<file path="config.mk">
export PLATFORM = sky130hd
export DESIGN_NAME = receiver
export DESIGN_NICKNAME = d
export VERILOG_FILES = /design/src/rtl/uart_pkg.sv /design/src/rtl/sync_2ff.sv /design/src/rtl/receiver.sv
export SDC_FILE = /design/constraint.sdc
export NUM_CORES = 1
export LEC_CHECK = 0
export CAP_MARGIN = 15
export CELL_PAD_IN_SITES_DETAIL_PLACEMENT = 0
export CELL_PAD_IN_SITES_GLOBAL_PLACEMENT = 2
export CORE_ASPECT_RATIO = 1.1
export CORE_UTILIZATION = 37
export CTS_BUF_LIST = sky130_fd_sc_hd__clkbuf_16
export DETAILED_ROUTE_END_ITERATION = 7
export PLACE_DENSITY = 0.86
export SETUP_SLACK_MARGIN = 0.02
export SLEW_MARGIN = 0
export SYNTH_ARGS = -nofsm -noshare
export SYNTH_HDL_FRONTEND = slang
export SYNTH_SLANG_ARGS = --single-unit
</file>
<file path="constraint.sdc">
create_clock -name clk -period 5.1 [get_ports clk]
set_input_delay 1.275 -clock clk [delete_from_list [all_inputs] [get_ports clk]]
set_output_delay 1.275 -clock clk [all_outputs]
set_load 0.02 [all_outputs]
</file>
<file path="src/rtl/uart_pkg.sv">
// Shared UART definitions: FSM state encoding and oversampling compare points
// used by both the receiver and the transmitter.
package uart_pkg;

  typedef enum logic [2:0] {
    IDLE,
    START,
    DATA,
    PARITY,
    STOP
  } state_type;

  localparam logic [4:0] BIT_SAMPLING     = 5'd15;
  localparam logic [4:0] HALFBIT_SAMPLING = 5'd7;

endpackage

</file>
<file path="src/rtl/sync_2ff.sv">
// Two-flop synchroniser for a single asynchronous level; both flops reset to
// RESET_VAL so an idle line does not look like activity coming out of reset.
module sync_2ff #(
  parameter logic RESET_VAL = 1'b1
) (
  input  logic clk,
  input  logic rst,
  input  logic d,
  output logic q
);

  logic meta_q;
  logic sync_q;

  always_ff @(posedge clk) begin
    if (rst) begin
      meta_q <= RESET_VAL;
      sync_q <= RESET_VAL;
    end else begin
      meta_q <= d;
      sync_q <= meta_q;
    end
  end

  assign q = sync_q;

endmodule

</file>
<file path="src/rtl/receiver.sv">
// UART receiver, 16x oversampled, LSB-first, mid-bit sampling. Define
// RX_PARITY_EN to insert an even-parity bit between the data bits and the stop bit.
module receiver
  import uart_pkg::*;
#(
  parameter int BYTE_WIDTH = 8
) (
  input  logic                  clk,
  input  logic                  rst,
  input  logic                  rx,
  input  logic                  tick,
  output logic [BYTE_WIDTH-1:0] data_out,
  output logic                  rx_done,
  output logic                  frame_error,
  output logic                  parity_error
);

  localparam int NB_W = (BYTE_WIDTH > 1) ? $clog2(BYTE_WIDTH) : 1;
  localparam logic [NB_W-1:0] LAST_BIT = NB_W'(BYTE_WIDTH - 1);

  logic rx_sync;

  state_type             state_q,       state_d;
  logic [4:0]            os_cnt_q,      os_cnt_d;
  logic [NB_W-1:0]       nbits_q,       nbits_d;
  logic [BYTE_WIDTH-1:0] shreg_q,       shreg_d;
  logic [BYTE_WIDTH-1:0] data_out_q,    data_out_d;
  logic                  rx_done_q,     rx_done_d;
  logic                  frame_error_q, frame_error_d;
`ifdef RX_PARITY_EN
  logic                  parity_bit_q,   parity_bit_d;
  logic                  parity_error_q, parity_error_d;
`endif

  sync_2ff #(
    .RESET_VAL(1'b1)
  ) u_rx_sync (
    .clk(clk),
    .rst(rst),
    .d  (rx),
    .q  (rx_sync)
  );

  always_comb begin
    state_d       = state_q;
    os_cnt_d      = os_cnt_q;
    nbits_d       = nbits_q;
    shreg_d       = shreg_q;
    data_out_d    = data_out_q;
    rx_done_d     = 1'b0;
    frame_error_d = frame_error_q;
`ifdef RX_PARITY_EN
    parity_bit_d   = parity_bit_q;
    parity_error_d = parity_error_q;
`endif

    case (state_q)
      IDLE: begin
        nbits_d = '0;
        if (!rx_sync) begin
          os_cnt_d = '0;
          state_d  = START;
        end
      end

      START: begin
        if (tick) begin
          if (os_cnt_q == HALFBIT_SAMPLING) begin
            // A start bit that is gone by mid-bit was a glitch; drop it silently.
            if (!rx_sync) begin
              os_cnt_d = '0;
              state_d  = DATA;
            end else begin
              state_d = IDLE;
            end
          end else begin
            os_cnt_d = os_cnt_q + 5'd1;
          end
        end
      end

      DATA: begin
        if (tick) begin
          if (os_cnt_q == BIT_SAMPLING) begin
            shreg_d  = {rx_sync, shreg_q[BYTE_WIDTH-1:1]};
            os_cnt_d = '0;
            if (nbits_q == LAST_BIT) begin
`ifdef RX_PARITY_EN
              state_d = PARITY;
`else
              state_d = STOP;
`endif
            end else begin
              nbits_d = nbits_q + 1'b1;
            end
          end else begin
            os_cnt_d = os_cnt_q + 5'd1;
          end
        end
      end

`ifdef RX_PARITY_EN
      PARITY: begin
        if (tick) begin
          if (os_cnt_q == BIT_SAMPLING) begin
            parity_bit_d = rx_sync;
            os_cnt_d     = '0;
            state_d      = STOP;
          end else begin
            os_cnt_d = os_cnt_q + 5'd1;
          end
        end
      end
`endif

      STOP: begin
        if (tick) begin
          if (os_cnt_q == BIT_SAMPLING) begin
            // The byte is always delivered; errors only ride alongside it.
            data_out_d    = shreg_q;
            rx_done_d     = 1'b1;
            frame_error_d = ~rx_sync;
`ifdef RX_PARITY_EN
            parity_error_d = ^{shreg_q, parity_bit_q};
`endif
            state_d = IDLE;
          end else begin
            os_cnt_d = os_cnt_q + 5'd1;
          end
        end
      end

      default: state_d = IDLE;
    endcase
  end

  always_ff @(posedge clk) begin
    if (rst) begin
      state_q       <= IDLE;
      os_cnt_q      <= '0;
      nbits_q       <= '0;
      shreg_q       <= '0;
      data_out_q    <= '0;
      rx_done_q     <= 1'b0;
      frame_error_q <= 1'b0;
`ifdef RX_PARITY_EN
      parity_bit_q   <= 1'b0;
      parity_error_q <= 1'b0;
`endif
    end else begin
      state_q       <= state_d;
      os_cnt_q      <= os_cnt_d;
      nbits_q       <= nbits_d;
      shreg_q       <= shreg_d;
      data_out_q    <= data_out_d;
      rx_done_q     <= rx_done_d;
      frame_error_q <= frame_error_d;
`ifdef RX_PARITY_EN
      parity_bit_q   <= parity_bit_d;
      parity_error_q <= parity_error_d;
`endif
    end
  end

  assign data_out    = data_out_q;
  assign rx_done     = rx_done_q;
  assign frame_error = frame_error_q;
`ifdef RX_PARITY_EN
  assign parity_error = parity_error_q;
`else
  assign parity_error = 1'b0;
`endif

endmodule

</file>
# ---- After elaboration in Yosys (flattened, before gate mapping)
# Index checks and enable logic that the tools add are counted.
dict set report classes {
  n_mul 0
  muxes 23
  order_cmp 0
  bitwise_logic 3
  shift 0
  div_mod_pow 0
  reduce_logical 9
  eq_ne 16
  n_addsub 2
}
# cell n
set op_table {}
lappend op_table {{two-way mux 5 bit} 7}
lappend op_table {{two-way mux 3 bit} 11}
lappend op_table {{inequality test 2 bit, second input constant} 10}
lappend op_table {{case mux 5 bit (4 select lines)} 1}
lappend op_table {{case mux 3 bit (4 select lines)} 1}
lappend op_table {{AND reduction 8 bit} 1}
lappend op_table {{equality test 3 bit, second input constant} 2}
lappend op_table {{case mux 3 bit (2 select lines)} 1}
lappend op_table {{AND reduction 3 bit} 2}
lappend op_table {{adder 5 x 1 -> 5 bit, second input constant} 1}
lappend op_table {{equality test 5 x 3 -> 1 bit, second input constant} 1}
lappend op_table {{equality test 5 x 4 -> 1 bit, second input constant} 1}
lappend op_table {{AND reduction 5 bit} 1}
lappend op_table {{AND reduction 4 bit} 1}
lappend op_table {{nonzero test 4 bit} 1}
lappend op_table {{adder 3 x 1 -> 3 bit, second input constant} 1}
lappend op_table {{equality test 3 x 1 -> 1 bit, second input constant} 1}
lappend op_table {{equality test 3 x 2 -> 1 bit, second input constant} 1}
lappend op_table {{logical NOT 3 bit} 1}
lappend op_table {{NOT 1 bit} 3}
lappend op_table {{OR reduction 3 bit} 1}
lappend op_table {{two-way mux 2 bit} 1}
lappend op_table {{nonzero test 2 bit} 1}
lappend op_table {{two-way mux 1 bit} 1}
dict set report word_totals {
  elab_cells 62
  register_bits 31
  n_memories 0
  latchBits 0
  output_inout_bits 11
  mem_bits_rw 0
  rom_bits 0
}

# ---- Longest topological paths before layout
# Gate-level depths: netlist of run 1.
dict set report logic_depth {
  depth_word 5
  depth_mapped 8
}

# ---- By module
# Synthesis of run 1 repeated with hierarchy kept, for this count alone.
dict set report unflattened {
  cells_unflattened 155
  hier_area_um2 1483.9
}
# mod cells_per_inst n_inst area_each_um2
set modules_own_cells {}
lappend modules_own_cells {receiver 151 1 1431.4}
lappend modules_own_cells {sync_2ff 4 1 52.6}

# ---- Worst setup path after synthesis of run 1
# OpenSTA, ideal clock, no wires.
dict set report synth_timing {
  path_kind {input to register}
  startpoint {input tick}
  endpoint {register os_cnt_q[0]}
  setup_ns 0.131
  cell_stages 5
  required_time_ns 4.969
  path_slack_ns 2.714
  arrival_ns 2.255
  path_cell_list {inv_1 -> or4_1 -> o21a_1 -> a41oi_2 -> a211oi_1}
}
dict set report synth_between {
  elab_chain_cells 2
  word_cells_on_any_way 4
  cone_classes {3 x eq/ne; 1 x reduce/logical}
}
# item line
set synth_lines {}
lappend synth_lines {{from (decl)} receiver.sv:11} ;# input logic tick,
lappend synth_lines {{inequality test 2 bit (no source line)} n/a}
lappend synth_lines {{AND reduction 5 bit (no source line) (*)} n/a}
lappend synth_lines {{to (signal assigned)} receiver.sv:152} ;# os_cnt_q <= os_cnt_d;
lappend synth_lines {{to (decl)} receiver.sv:24} ;# logic [4:0] os_cnt_q, os_cnt_d;
# Mark *: on every way between the ends. The rest lies on a longest branch, timed or not.
# A chain may end at the register's enable or synchronous reset.

# ---- Final worst setup path of run 1
# Same ends and word-level chain as after synthesis.

==> flow_summary.ini, run 1 <==
[status]
status = finished, final reports clean

[floorplan]
row_count = 23
die_w_um = 60.71
core_area_um2 = 3626
io_pins = 15
start_util_pct = 38.68
die_area_um2 = 4041
die_h_um = 66.58

[route]
viasPerCell = 5.127
drt_iter0_drc = 96
drc_errors = 0
firstDrtPassIters = 4
wl_per_cell_um = 12.92
vias = 1087
drtAntennaViolNets = 0
finalWirelength_um = 2739

[clocking]
clock_latency_ns = 0.28
cts_buffers = 5
postCtsResizedCells = 0
root_buffer = clkbuf_16
ctsHoldBuffers = 0
clock-sinks = 31
path_clk_slew_ns = 0.05
htree_levels = 2
post_cts_buffers = 0
cts_tree = done
clockBufferDepth = 2

[yosys]
synth_area_leaders = dfxtp_1, mux2i_1, nor2_1
synth_nets = 157
async_reset_ff_share_pct = 0
yosysMostFrequentCell = dfxtp_1
synth_edf_count = 0
yosys-top-cells-count = dfxtp_1, nor2_1, mux2i_1
avgSynthCellArea_um2 = 9.413
synth_seq_cells = 31
ys_types = 42
syn_area_um2 = 1403
synthFlopType = dfxtp_1
synth_top_cell_by_area = dfxtp_1
yosysSeqAreaShare_pct = 44.25
yosys_warnings = 0
synth_cells = 149
synth_top_area_share_pct = 44.25

[sta]
timing.setup.tns_ns = 0
setup_viol = 0
final_max_slew_viol_count = 0
fin_worst_skew_ns = 0.005403
slew_headroom_pct = 57.43
worstMarginPinSlew_ns = 0.6367
period_share_pct = 55.49
hold_viol_final = 0
finalCriticalPeriod_ns = 2.830
rsz0062_at_grt = false
whs_ns = 0.4016
fmax_ghz = 0.3533
worst_slack_ns = 2.270

[min_path]
worstHoldPathType = flip-flop to flip-flop

[global_routing]
grt_pass1_vias = 1040
grt_util_met3_pct = 5.631
overflow = 0
grtUsageMet2_pct = 25.14
met1_usage_pct = 19.16
grt_busiest_layer = met2
grt_pass1_wl_um = 4726
grt_max_degree = 32
grt_usage_pct = 16.25
antenna_found_initial = 0

[worst_setup_path]
endpoint_kind = flip-flop
max_stage_delay_ns = 0.57
cp.arrival_ns = 2.98
cp.required_ns = 5.25
slowest_stage = clkdlybuf4s50_1
path_cells = clkdlybuf4s50_1 -> inv_1 -> or4_1 -> o21a_1 -> a41oi_2 -> a211oi_1
crit_fanout = 7
start_kind = input pin
critPathKind = input pin to flip-flop

[cells_and_area]
drive_gt1_share_pct = 8.642
nets = 169
diodes = 0
post-route-util_pct = 47.45
area_growth_pct = 22.66

[pwr]
power.total_mw = 0.5928
power_density_nw_per_um2 = 344.6
max-vdd-ir-drop_uv = 220.5
leakage_nw = 0.7334

[placement]
hpwl_um = 1822
dpl_worst_slack_ns = 2.014
io_buffer_count = 13
routabilityCongestion = 0.7830

[flow_run]
cap_violations = 0
## worst paths after layout
path	from	end	slack, ns	cells after the start
worst max-delay path	tick	os_cnt_q[0]	2.27	6
worst min-delay path	u_rx_sync.meta_q	u_rx_sync.q	0.40	1
worst max register to register	os_cnt_q[0]	nbits_q[0]	3.04	6
worst min register to register	u_rx_sync.meta_q	u_rx_sync.q	0.40	1
## metrics by stage
step	instance area [µm²]	cells
2_1_floorplan	1403	149
3_3_place_gp	1556	204
3_5_place_dp	1556	204
4_1_cts	1720	212
5_1_grt	1720	212
6_report	1720	212
## area by class of cell
class / instances / area [µm²]
clock buffers: 5 / 125.1
clock inverters: 3 / 38.79
fillers: 369 / 1906
inverters: 2 / 7.507
multi-input cells: 107 / 728.2
flip-flops and latches: 31 / 620.6
well taps: 50 / 62.56
repair buffers: 14 / 137.6
## state kept, by name (all words and copies together), names as in the netlist
signal / cells
state_q: 3
data_out: 8
shreg_q: 8
frame_error: 1
rx_done: 1
u_rx_sync.meta_q: 1
nbits_q: 3
os_cnt_q: 5
u_rx_sync.q: 1
## per-layer routing
metal / routed length [µm] / vias up
li1: - / 555
met1: 1260 / 505
met2: 1282 / 20
met5: 0 / -
met3: 125 / 7
met4: 71 / 0
## layout by cell type (no fill, tap or decap), types with 4 or more instances in the layout
cell,netlist,routed
a21oi_1,6,6
clkbuf_16,0,5
clkdlybuf4s50_1,0,13
dfxtp_1,31,31
ha_1,4,4
mux2i_1,16,16
nand2_1,4,4
nand3_1,8,8
nor2_1,27,27
## power breakdown
part / internal [mW] / switching, mW / total, mW
Clock: 0.227 / 0.101 / 0.329
Combinational: 0.00750 / 0.00981 / 0.0173
Sequential: 0.244 / 0.00282 / 0.247
## cells by family (layout without fill, tap and decap cells)
logic type / count (synthesis) / count (layout) / share of synthesized area [%]
simple gates: 60 / 60 / 22.93
flops: 31 / 31 / 44.25
compound gates: 23 / 23 / 11.60
mux: 17 / 17 / 12.22
buf+inv: 11 / 24 / 3.836
fa+ha+maj: 5 / 5 / 4.282
other cells: 1 / 1 / 0.2674
xor+xnor: 1 / 1 / 0.6246
## critical path: cells and delay by family
family	cells	cell delay (ns)
buffers and inverters	2	0.67
AOI/OAI and AO/OA	3	0.53
and+or+nand+nor	1	0.50
(Power assumes the default switching activity.)
==> inputs of run 2 (changes only) <==
--- a/config.mk
+++ b/config.mk
@@ -9,10 +9,10 @@
 export CELL_PAD_IN_SITES_DETAIL_PLACEMENT = 0
 export CELL_PAD_IN_SITES_GLOBAL_PLACEMENT = 2
 export CORE_ASPECT_RATIO = 1.1
-export CORE_UTILIZATION = 37
+export CORE_UTILIZATION = 31
 export CTS_BUF_LIST = sky130_fd_sc_hd__clkbuf_16
 export DETAILED_ROUTE_END_ITERATION = 7
-export PLACE_DENSITY = 0.86
+export PLACE_DENSITY = 0.78
 export SETUP_SLACK_MARGIN = 0.02
 export SLEW_MARGIN = 0
 export SYNTH_ARGS = -nofsm -noshare
==> constraint.sdc (replaced) <==
create_clock -name clk -period 2.5 [get_ports clk]
set_input_delay 0.625 -clock clk [delete_from_list [all_inputs] [get_ports clk]]
set_output_delay 0.625 -clock clk [all_outputs]
set_load 0.02 [all_outputs]
==> run 2 against run 1 <==
Hold slack improved by 0.0050 ns; die area rose by 19%; sequential share of layout area fell by 0.72 points; critical path type unchanged; critical endpoint unchanged; worst setup slack got worse by 1.8 ns; first-iteration DRC count fell by 27%; cell count rose by 3.8%; clock power rose by 100%; final area rose by 2.0%; sequential power rose by 100%; core utilization fell by 6.8 points.
==> flow_summary.ini, run 2 (synthesis results as in run 1) <==
[floorplan]
core_area_um2 = 4317
start_util_pct = 32.49
die_h_um = 72.55
die_w_um = 66.14
io_pins = 15
die_area_um2 = 4798
row_count = 25

[route]
drt_iter0_drc = 70
vias = 1108
viasPerCell = 5.036
firstDrtPassIters = 4
drtAntennaViolNets = 0
drc_errors = 0
finalWirelength_um = 2773
wl_per_cell_um = 12.60

[flow_run]
cap_violations = 0

[pwr]
leakage_nw = 0.7513
power_density_nw_per_um2 = 691.7
power.total_mw = 1.214
max-vdd-ir-drop_uv = 570.5

[cells_and_area]
area_growth_pct = 25.16
fin_area_um2 = 1755
nets = 173
final_common_cell = dfxtp_1
final_cell_mix = dfxtp_1, nor2_1, mux2i_1, clkdlybuf4s50_1, nand3_1
drive_gt1_share_pct = 10.84
instances_no_fill = 220
nFillCells = 450
diodes = 0
post-route-util_pct = 40.67

[placement]
hpwl_um = 1924
io_buffer_count = 13
routabilityCongestion = 0.7494
placed_cell_area_um2 = 1592
dpl.cell_count = 212
dpl_worst_slack_ns = 0.1628

[global_routing]
grt_pass1_vias = 1090
antenna_found_initial = 0
overflow = 0
grt_max_degree = 17
grt_usage_pct = 13.32
grt_pass1_wl_um = 4830

[sta]
finalCriticalPeriod_ns = 2.063
worstMarginPinSlew_ns = 0.4998
fin_worst_skew_ns = 0.001819
period_share_pct = 82.50
slew_headroom_pct = 66.64
fmax_ghz = 0.4848
setup_viol = 0
whs_ns = 0.4066
worst_slack_ns = 0.4374
timing.setup.tns_ns = 0
hold_viol_final = 0
rsz0062_at_grt = false
final_max_slew_viol_count = 0

[worst_setup_path]
cp.arrival_ns = 2.20
cp.required_ns = 2.64
slowest_stage = or4_1
critPathKind = input pin to flip-flop
path_cells = clkdlybuf4s50_1 -> inv_1 -> or4_1 -> o21a_1 -> a41oi_2 -> a211oi_1
crit_family = buffers and inverters
timing.critical_path.buf_inv = 2
start_kind = input pin
crit_fanout = 4
max_stage_delay_ns = 0.49
endpoint_kind = flip-flop

[clocking]
cts_buffers = 5
clockBufferDepth = 2
postCtsResizedCells = 0
root_buffer = clkbuf_16
path_clk_slew_ns = 0.05
clock-sinks = 31
ctsHoldBuffers = 0
cts_tree = done
clock_latency_ns = 0.27
htree_levels = 2
post_cts_buffers = 0

[status]
status = finished, final reports clean

[min_path]
worstHoldPathType = flip-flop to flip-flop
==> run 2: per-layer routing <==
| layer | track usage, % | vias to the layer above | part of all wire (%) |
|---|---|---|---|
| li1 | - | 573 | - |
| met1 | 16.84 | 516 | 50 |
| met2 | 21.43 | 14 | 46 |
| met3 | 3.774 | 5 | 3.0 |
| met4 | 4.965 | 0 | 1.5 |
| met5 | 0 | - | 0 |
==> run 2: worst paths after layout <==
check                                      start          end  slack (ns)  depth (start not counted)
worst max-delay path                        tick  os_cnt_q[0]        0.44                          6
worst min-delay path            u_rx_sync.meta_q  u_rx_sync.q        0.41                          1
worst max register to register       os_cnt_q[0]  os_cnt_q[0]        0.58                          6
worst min register to register  u_rx_sync.meta_q  u_rx_sync.q        0.41                          1
==> run 2: power by group <==
part	switching, mW	internal, mW
Combinational	0.0204	0.0173
Clock	0.209	0.464
Sequential	0.00566	0.498
==> run 2: layout make-up <==
cell class / count / area, µm² / area share (%)
multi-input combinational: 107 / 728.2 / 41.48
sequential: 31 / 620.6 / 35.35
timing repair buffer: 18 / 167.7 / 9.551
clock buffer: 5 / 125.1 / 7.128
tap: 54 / 67.56 / 3.849
clock inverter: 3 / 38.79 / 2.210
inverter: 2 / 7.507 / 0.4277
==> inputs of run 3 (changes only) <==
==> constraint.sdc (replaced) <==
create_clock -name clk -period 1.65 [get_ports clk]
set_input_delay 0.4125 -clock clk [delete_from_list [all_inputs] [get_ports clk]]
set_output_delay 0.4125 -clock clk [all_outputs]
set_load 0.02 [all_outputs]
==> run 3 against run 2 <==
The flow now finishes with violations (negative setup slack); sequential power is 51% higher; via count is 9.0% higher; final area is 18% higher; first-iteration DRC count is 57% lower; sequential share of layout area is 5.2 points lower; register-to-register slack worse by 0.65 ns; critical path depth stayed put; critical endpoint unchanged; largest cell class unchanged.
==> flow_summary.ini, run 3 (synthesis results as in run 1) <==
[status]
status = complete, but fails checks
violations = negative setup slack

[worst_setup_path]
cp.required_ns = 1.80
crit_end = os_cnt_q[0]
r2r-end = os_cnt_q[0]
reg2reg_depth = 6
startpoint = os_cnt_q[1]
endpoint_kind = flip-flop
crit_fanout = 4
r2r-start = os_cnt_q[1]
critPathKind = flip-flop to flip-flop
cp.arrival_ns = 1.87
start_kind = flip-flop
ff2ff_setup_slack_ns = -0.07

[clocking]
cts_buffers = 5
htree_levels = 2
root_buffer = clkbuf_16
clock-sinks = 31
clockBufferDepth = 2
path_clk_slew_ns = 0.05
ctsHoldBuffers = 0
cts_tree = done
clock_latency_ns = 0.28

[placement]
routabilityCongestion = 0.7444
dpl_worst_slack_ns = -0.4737
dpl.cell_count = 230
io_buffer_count = 13
placed_cell_area_um2 = 1779
hpwl_um = 2217

[cells_and_area]
instances_no_fill = 241
drive_gt1_share_pct = 28.34
nets = 194
area_growth_pct = 47.73
regArea_um2 = 624.3
multi_input_area_um2 = 842.1
nFillCells = 410
final_cell_mix = dfxtp_1, nor2_1, buf_4, mux2i_1, dlymetal6s2s_1
fin_area_um2 = 2072
diodes = 0
final_common_cell = dfxtp_1

[min_path]
worstHoldPathType = flip-flop to flip-flop

[sta]
fmax_ghz = 0.5830
period_share_pct = 104.0
fin_worst_skew_ns = 0.008446
timing.setup.tns_ns = -0.1630
finalCriticalPeriod_ns = 1.715
setup_viol = 4
final_max_slew_viol_count = 0
worst_slack_ns = -0.06518
rsz0062_at_grt = true
hold_viol_final = 0

[floorplan]
row_count = 25
start_util_pct = 32.49
die_w_um = 66.14
die_h_um = 72.55
io_pins = 15
die_area_um2 = 4798
core_area_um2 = 4317

[pwr]
power_density_nw_per_um2 = 820.1
power.total_mw = 1.699
leakage_nw = 1.030
max-vdd-ir-drop_uv = 636.1

[flow_run]
cap_violations = 0

[route]
wl_met2_um = 1550
firstDrtPassIters = 4
wl_met1_um = 1512
drt_iter0_drc = 30
wl_per_cell_um = 13.49
wl_met3_um = 94
drc_errors = 0
finalWirelength_um = 3252
vias = 1208
top_layer = met4
viasPerCell = 5.012
drtAntennaViolNets = 0

[global_routing]
overflow = 0
grt_max_degree = 17
antenna_found_initial = 0
grt_pass1_wl_um = 5464
grt_pass1_vias = 1240
grt_usage_pct = 15.18
[run 3: cell count changes in the layout (fill, tap and decap cells not counted), moves of 3 or more]
| cell | before | now |
|---|---|---|
| dfxtp_1 | 31 | 28 |
| dlymetal6s2s_1 | 0 | 7 |
| clkdlybuf4s50_1 | 13 | 2 |
| buf_4 | 5 | 22 |
| dlygate4sd2_1 | 0 | 4 |
| buf_12 | 0 | 3 |
| dfxtp_2 | 0 | 3 |
[run 3: metrics by stage]
step                      utilization, %  hold slack (ns)
after floorplan                        -           0.3832
after global placement             41.22           0.3934
after detailed placement           41.22           0.4027
after CTS                          45.65           0.4155
after global routing               48.00           0.4424
final                              48.00           0.4164
[run 3: repair_timing]
item                       in CTS  in global routing
hold endpoints to repair        0                  0
pin swaps                       6                  3
gates resized for setup        15                 16
setup endpoints to repair      20                 28
setup buffers                   3                  0
gates cloned                    0                  1
[run 3: worst min path at each step]
stage	start	to	slack, ns	depth (start not counted)
2_1_floorplan	u_rx_sync.meta_q	u_rx_sync.q	0.38	1
5_1_grt	u_rx_sync.meta_q	u_rx_sync.q	0.44	1
3_5_place_dp	u_rx_sync.meta_q	u_rx_sync.q	0.40	1
3_3_place_gp	u_rx_sync.meta_q	u_rx_sync.q	0.39	1
4_1_cts	u_rx_sync.meta_q	u_rx_sync.q	0.42	1
6_report	u_rx_sync.meta_q	u_rx_sync.q	0.42	1
[run 3: worst max-delay path, cell delays in order (launching register included)]
cell	delay [ns]
dfxtp_2	0.33
ha_4	0.15
and4b_4	0.18
or4_4	0.42
o21a_4	0.23
a41oi_4	0.19
a211oi_2	0.09
[run 3: cell type report]
cell class                      instances  area share [%]
Clock buffer                            5           6.039
Inverter                                2          0.3623
Multi-Input combinational cell        107           40.64
Timing Repair Buffer                   39           18.96
Tap cell                               54           3.261
Clock inverter                          3          0.6039
Sequential cell                        31           30.13
[run 3: power by group]
| group | switching [mW] | internal (mW) |
|---|---|---|
| sequential | 0.00323 | 0.755 |
| combinational | 0.0489 | 0.0450 |
| clock | 0.305 | 0.543 |
| total | 0.357 | 1.34 |
[run 3: per-layer routing]
| metal | vias up | GRT usage, % |
|---|---|---|
| li1 | 606 | - |
| met1 | 578 | 17.02 |
| met2 | 17 | 25.28 |
| met3 | 7 | 4.403 |
| met4 | 0 | 8.983 |
| met5 | - | 0 |
